[src/rtl/alu_result_stage_if.sv]
// alu_result_stage_if
//   Bundles the producer-side (mux result) and consumer-side (register
//   file / display) handshake signals of the ALU result stage.
//   Ports/signals:
//     in_valid, in_ready          producer handshake
//     in_result, in_sel, in_carry mux output, its select code, adder carry
//     in_acc_en                   load result into accumulator on accept
//     out_valid, out_ready        consumer handshake
//     out_result, out_sel         head entry data and opcode
//     out_zero, out_neg, out_carry head entry status flags
//   Modports:
//     master - environment side (drives in_*, out_ready)
//     slave  - the result stage (drives in_ready, out_*)
interface alu_result_stage_if #(
  parameter int WIDTH = 4
);
  logic             in_valid;
  logic             in_ready;
  logic [WIDTH-1:0] in_result;
  logic [2:0]       in_sel;
  logic             in_carry;
  logic             in_acc_en;
  logic             out_valid;
  logic             out_ready;
  logic [WIDTH-1:0] out_result;
  logic [2:0]       out_sel;
  logic             out_zero;
  logic             out_neg;
  logic             out_carry;

  modport master (
    output in_valid, in_result, in_sel, in_carry, in_acc_en, out_ready,
    input  in_ready, out_valid, out_result, out_sel, out_zero, out_neg, out_carry
  );

  modport slave (
    input  in_valid, in_result, in_sel, in_carry, in_acc_en, out_ready,
    output in_ready, out_valid, out_result, out_sel, out_zero, out_neg, out_carry
  );
endinterface

[src/rtl/alu_result_stage.sv]
// alu_result_stage
//   Registered output stage behind the ALU result-select mux. Each accepted
//   result is stored with its opcode and status flags in a small FIFO that
//   the consumer drains through a valid/ready handshake. An accumulator
//   feeds back to the ALU as operand A; op_count counts retired entries.
//   Ports:
//     clk       system clock, rising edge
//     rst_n     asynchronous active-low reset
//     bus       alu_result_stage_if slave view (producer + consumer handshake)
//     acc       accumulator (operand A feedback)
//     op_count  popped entries, modulo 2^CNT_W
module alu_result_stage #(
  parameter int WIDTH = 4,
  parameter int DEPTH = 2,
  parameter int CNT_W = 8
) (
  input  logic               clk,
  input  logic               rst_n,
  alu_result_stage_if.slave  bus,
  output logic [WIDTH-1:0]   acc,
  output logic [CNT_W-1:0]   op_count
);

  localparam int PTR_W = (DEPTH > 1) ? $clog2(DEPTH) : 1;

  // Carry is only meaningful for the add/sub opcodes (3'b000, 3'b001).
  function automatic logic carry_mask(input logic [2:0] sel, input logic carry);
    return (sel[2:1] == 2'b00) ? carry : 1'b0;
  endfunction

  // Pointers carry one extra wrap bit so full and empty are distinguishable.
  logic [PTR_W:0]   wr_ptr, rd_ptr;
  logic [PTR_W-1:0] wr_idx, rd_idx;
  logic             full, vld_p1, in_rdy, push, pop;

  logic [WIDTH-1:0] res_p1   [DEPTH];
  logic [2:0]       sel_p1   [DEPTH];
  logic             zero_p1  [DEPTH];
  logic             neg_p1   [DEPTH];
  logic             carry_p1 [DEPTH];

  assign wr_idx = wr_ptr[PTR_W-1:0];
  assign rd_idx = rd_ptr[PTR_W-1:0];
  assign full   = (wr_ptr[PTR_W] != rd_ptr[PTR_W]) && (wr_idx == rd_idx);
  assign vld_p1 = (wr_ptr != rd_ptr);
  assign in_rdy = !full;
  assign push   = bus.in_valid && in_rdy;
  assign pop    = vld_p1 && bus.out_ready;

  // Control state: pointers, accumulator, retired-op counter.
  always_ff @(posedge clk or negedge rst_n) begin
    if (!rst_n) begin
      wr_ptr   <= '0;
      rd_ptr   <= '0;
      acc      <= '0;
      op_count <= '0;
    end else begin
      if (push) begin
        wr_ptr <= wr_ptr + 1'b1;
        if (bus.in_acc_en) acc <= bus.in_result;
      end
      if (pop) begin
        rd_ptr   <= rd_ptr + 1'b1;
        op_count <= op_count + 1'b1;
      end
    end
  end

  // Stage p0 -> p1: entry capture; storage needs no reset since reads are
  // masked while empty.
  always_ff @(posedge clk) begin
    if (push) begin
      res_p1[wr_idx]   <= bus.in_result;
      sel_p1[wr_idx]   <= bus.in_sel;
      zero_p1[wr_idx]  <= (bus.in_result == '0);
      neg_p1[wr_idx]   <= bus.in_result[WIDTH-1];
      carry_p1[wr_idx] <= carry_mask(bus.in_sel, bus.in_carry);
    end
  end

  // Head entry drives the outputs directly; forced to zero while empty so
  // stale contents never show after reset or a drain.
  assign bus.in_ready   = in_rdy;
  assign bus.out_valid  = vld_p1;
  assign bus.out_result = vld_p1 ? res_p1[rd_idx]   : '0;
  assign bus.out_sel    = vld_p1 ? sel_p1[rd_idx]   : 3'b000;
  assign bus.out_zero   = vld_p1 ? zero_p1[rd_idx]  : 1'b0;
  assign bus.out_neg    = vld_p1 ? neg_p1[rd_idx]   : 1'b0;
  assign bus.out_carry  = vld_p1 ? carry_p1[rd_idx] : 1'b0;

endmodule

[src/flat_wrapper.sv]
// flat-port wrapper written by rule: the top's interface ports become plain ports
module alu_result_stage_flat 
#(
  parameter int WIDTH = 4,
  parameter int DEPTH = 2,
  parameter int CNT_W = 8
)
  (clk, rst_n, acc, op_count, bus_in_valid, bus_in_result, bus_in_sel, bus_in_carry, bus_in_acc_en, bus_out_ready, bus_in_ready, bus_out_valid, bus_out_result, bus_out_sel, bus_out_zero, bus_out_neg, bus_out_carry);
  alu_result_stage_if #(.WIDTH(WIDTH)) bus_i ();
  input  logic clk;
  input  logic rst_n;
  output logic [WIDTH-1:0] acc;
  output logic [CNT_W-1:0] op_count;
  input wire logic [$bits(bus_i.in_valid)-1:0] bus_in_valid;
  input wire logic [$bits(bus_i.in_result)-1:0] bus_in_result;
  input wire logic [$bits(bus_i.in_sel)-1:0] bus_in_sel;
  input wire logic [$bits(bus_i.in_carry)-1:0] bus_in_carry;
  input wire logic [$bits(bus_i.in_acc_en)-1:0] bus_in_acc_en;
  input wire logic [$bits(bus_i.out_ready)-1:0] bus_out_ready;
  output wire logic [$bits(bus_i.in_ready)-1:0] bus_in_ready;
  output wire logic [$bits(bus_i.out_valid)-1:0] bus_out_valid;
  output wire logic [$bits(bus_i.out_result)-1:0] bus_out_result;
  output wire logic [$bits(bus_i.out_sel)-1:0] bus_out_sel;
  output wire logic [$bits(bus_i.out_zero)-1:0] bus_out_zero;
  output wire logic [$bits(bus_i.out_neg)-1:0] bus_out_neg;
  output wire logic [$bits(bus_i.out_carry)-1:0] bus_out_carry;
  assign bus_i.in_valid = bus_in_valid;
  assign bus_i.in_result = bus_in_result;
  assign bus_i.in_sel = bus_in_sel;
  assign bus_i.in_carry = bus_in_carry;
  assign bus_i.in_acc_en = bus_in_acc_en;
  assign bus_i.out_ready = bus_out_ready;
  assign bus_in_ready = bus_i.in_ready;
  assign bus_out_valid = bus_i.out_valid;
  assign bus_out_result = bus_i.out_result;
  assign bus_out_sel = bus_i.out_sel;
  assign bus_out_zero = bus_i.out_zero;
  assign bus_out_neg = bus_i.out_neg;
  assign bus_out_carry = bus_i.out_carry;
  alu_result_stage #(.WIDTH(WIDTH), .DEPTH(DEPTH), .CNT_W(CNT_W)) u_core (.clk(clk), .rst_n(rst_n), .bus(bus_i), .acc(acc), .op_count(op_count));
endmodule
[config.mk]
export PLATFORM = sky130hd
export DESIGN_NAME = alu_result_stage_flat
export DESIGN_NICKNAME = d
export VERILOG_FILES = /design/src/rtl/alu_result_stage_if.sv /design/src/rtl/alu_result_stage.sv /design/src/flat_wrapper.sv
export SDC_FILE = /design/constraint.sdc
export NUM_CORES = 1
export LEC_CHECK = 0
export CAP_MARGIN = 20
export CORE_MARGIN = 8
export CORE_UTILIZATION = 50
export CTS_BUF_LIST = sky130_fd_sc_hd__clkbuf_8
export DETAILED_ROUTE_END_ITERATION = 8
export GPL_ROUTABILITY_DRIVEN = 0
export PLACE_DENSITY = 0.81
export SKIP_LAST_GASP = 1
export SYNTH_ARGS = -nofsm -noshare
export SYNTH_HDL_FRONTEND = slang
export SYNTH_SLANG_ARGS = --single-unit
[constraint.sdc]
create_clock -name clk -period 2 [get_ports clk]
set_input_delay 0.2 -clock clk [delete_from_list [all_inputs] [get_ports clk]]
set_output_delay 0.2 -clock clk [all_outputs]
set_load 0.05 [all_outputs]
==> flow_summary.yaml <==
sta:
  setup_violations: 0
  fin_crit_ns: 1.85
  clock_skew_ns: 0.00667
  max_slew.worst_pin.slew_ns: 0.706
  slew_headroom_pct: 52.8
  setup_tns_ns: 0
  hold_slack_ns: 0.344
  finalHoldViolations: 0
  min_period_over_period_pct: 92.3
  fmax_mhz: 542
  drv_slew: 0
  grt_setup_unrepaired: "no"
worst_setup_path:
  critPathKind: "reg2out"
  crit_required_ns: 1.80
  worstPathArrival_ns: 1.65
  crit_path_end_kind: "primary output"
  worstSetupStartpointType: "flop"
  critPathMaxFanout: 10
global_route:
  grt_pass1_wl_microns: 5010
  busiest_layer: "met2"
  antenna_found_initial: 0
  grt.met3_usage_pct: 7.06
  grt_use_met1_pct: 14.5
  use_met2_pct: 19.7
  grt_pass1_vias: 1018
  grt_usage_pct: 12.9
  globalRouteOverflowTotal: 0
  grt_max_degree: 17
logic_synthesis:
  syn-num-nets: 117
  yosysWarnings: 0
  synth_largest_area_cell: "edfxtp_1"
  ys_seq_elements: 34
  ys_types: 25
  synth_top_cell_area_share_pct: 36.6
  syn-mean-instance-area_sq_um: 14.3
  synthTopCellsByArea: "edfxtp_1 37%, dfrtp_1 27%, mux2i_1 6.1%"
  ys_seq_area_share_pct: 63.8
  netlist_instances: 103
  syn_area_sq_um: 1480
cts:
  cts_root_buf: "clkbuf_8"
  clk_pin_slew_worst_paths_ns: 0.07
  cts_repair_resize_count: 1
  cts_setup_buffers: 0
  cts_hold_buf: 0
  worstSkewPairLatency_ns: 0.28
  cts_tree: "done"
  cts_buffers: 5
  cts.sinks: 34
  clockBufferDepth: 2
  htreeDepth: 2
route:
  via_per_inst: 5.28
  totalWireLength_microns: 3060
  vias: 940
  drc: 0
  firstDrtPassIters: 4
  post_drt_wl_per_cell_microns: 17.2
  drtAntennaViolNets: 0
  drt_iter0_drc: 26
final_layout:
  final_area_sq_um: 2020
  fillers: 172
  synthToLayoutAreaGrowth_pct: 37.2
  drive_gt1_share_pct: 25.2
  nets: 160
  antenna_cells: 0
run:
  cap_violations: 0
die:
  die_w_microns: 70.3
  dieArea_sq_um: 4940
  ios: 37
  row_count: 19
  dieHeight_microns: 70.3
  core-area_sq_um: 2780
  initial_utilization_pct: 53.0
min_path:
  holdCritPathClass: "in2async"
place:
  port_buffers: 36
  dp_hpwl_microns: 2240
  post_dp_cell_area_sq_um: 1870
outcome:
  status: "completed"
-- state kept, by name, summed over array words and instances (netlist names) --
name	flops
u_core.sel_p1	6
u_core.wr_ptr	2
u_core.op_count	8
u_core.neg_p1	2
u_core.rd_ptr	2
u_core.zero_p1	2
u_core.acc	4
u_core.carry_p1	2
u_core.res_p1	6
-- worst max-delay path, stage by stage (launching register included) --
cell	delay, ns
dfrtp_1	0.51
xor2_2	0.37
nor2_4	0.12
nor2_1	0.15
buf_4	0.21
-- routing by layer --
| metal | routed length (microns) | part of all wire [%] |
|---|---|---|
| met5 | 0 | 0 |
| met2 | 1400 | 46 |
| met3 | 265 | 8.7 |
| met4 | 43 | 1.4 |
| met1 | 1360 | 44 |
-- cell usage in the layout, fill, tap and decap left out --
master           instances
nand4_1                  3
ha_1                     1
clkdlybuf4s50_1         24
edfxtp_1                18
clkbuf_8                 6
dfrtp_1                 16
a21oi_1                  3
a21oi_2                  1
bufinv_16                2
nand2_1                  6
inv_1                    2
mux2_1                   1
buf_4                   15
o21ai_0                  1
nor4_1                   1
xor2_1                   6
o211ai_1                 2
o21ai_2                  1
xnor2_1                  5
xnor2_2                  2
nor2_1                   9
a211oi_1                 2
mux2i_1                  9
nor2_2                   1
xor2_2                   2
a2111oi_4                1
buf_12                   1
mux2_2                   4
nor3b_1                  1
nor2_4                   1
-- cell families after synthesis --
kind of cell | after synthesis | share of synthesized area (%)
multiplexers | 14 | 9.92
XOR/XNOR | 15 | 10.4
buffers and inverters | 6 | 2.04
flip-flops | 34 | 63.8
AND/OR/NAND/NOR | 22 | 6.53
AO/OA/AOI/OAI | 11 | 6.45
adder cells (fa/ha/maj) | 1 | 0.848
-- Yosys cell counts --
master	count
o21ai_2	1
nand4_1	3
nor2_1	11
nor4_1	1
xor2_1	7
xnor2_2	2
mux2i_1	9
xnor2_1	5
dfrtp_1	16
a21oi_1	3
buf_2	3
mux2_1	1
a211oi_1	2
nor3b_1	1
o21ai_0	1
a21oi_2	1
a2111oi_4	1
nand2_1	6
mux2_2	4
xor2_2	1
ha_1	1
o211ai_1	2
edfxtp_1	18
buf_4	1
inv_1	2
-- through the flow --
step                util, %  std cells  setup slack (ns)
finish                 72.8        178             0.155
global route           72.8        178            0.0546
CTS                    72.3        178            0.0141
detailed placement     67.1        170             0.188
global placement       67.1        170             0.295
floorplan                 -        103            0.0286
-- worst paths after layout --
| kind | cells past startpoint | start | endpoint | slack [ns] |
|---|---|---|---|---|
| worst min register to register | 1 | u_core.op_count[7] | u_core.op_count[7] | 0.47 |
| worst min-delay path | 1 | rst_n | u_core.acc[3] | 0.34 |
| worst max register to register | 3 | u_core.wr_ptr[0] | u_core.sel_p1[1][1] | 0.26 |
| worst max-delay path | 4 | u_core.wr_ptr[0] | bus_out_zero | 0.15 |
| max in group asynchronous | 1 | rst_n | u_core.rd_ptr[0] | 1.21 |
| min in group clk | 1 | u_core.op_count[7] | u_core.op_count[7] | 0.47 |
-- final cells by class --
cell class / instances / area [sq um] / share of cell area, %
Clock buffer: 6 / 82.6 / 4.08
Clock inverter: 2 / 60.1 / 2.97
Inverter: 2 / 7.51 / 0.371
Multi-Input combinational cell: 63 / 522 / 25.8
Sequential cell: 34 / 941 / 46.5
Tap cell: 31 / 38.8 / 1.92
Timing Repair Buffer: 40 / 373 / 18.4
Power is left out: the tool's default activity adds up to more than one toggle a clock period on the data nets, which glitch-free logic cannot reach.
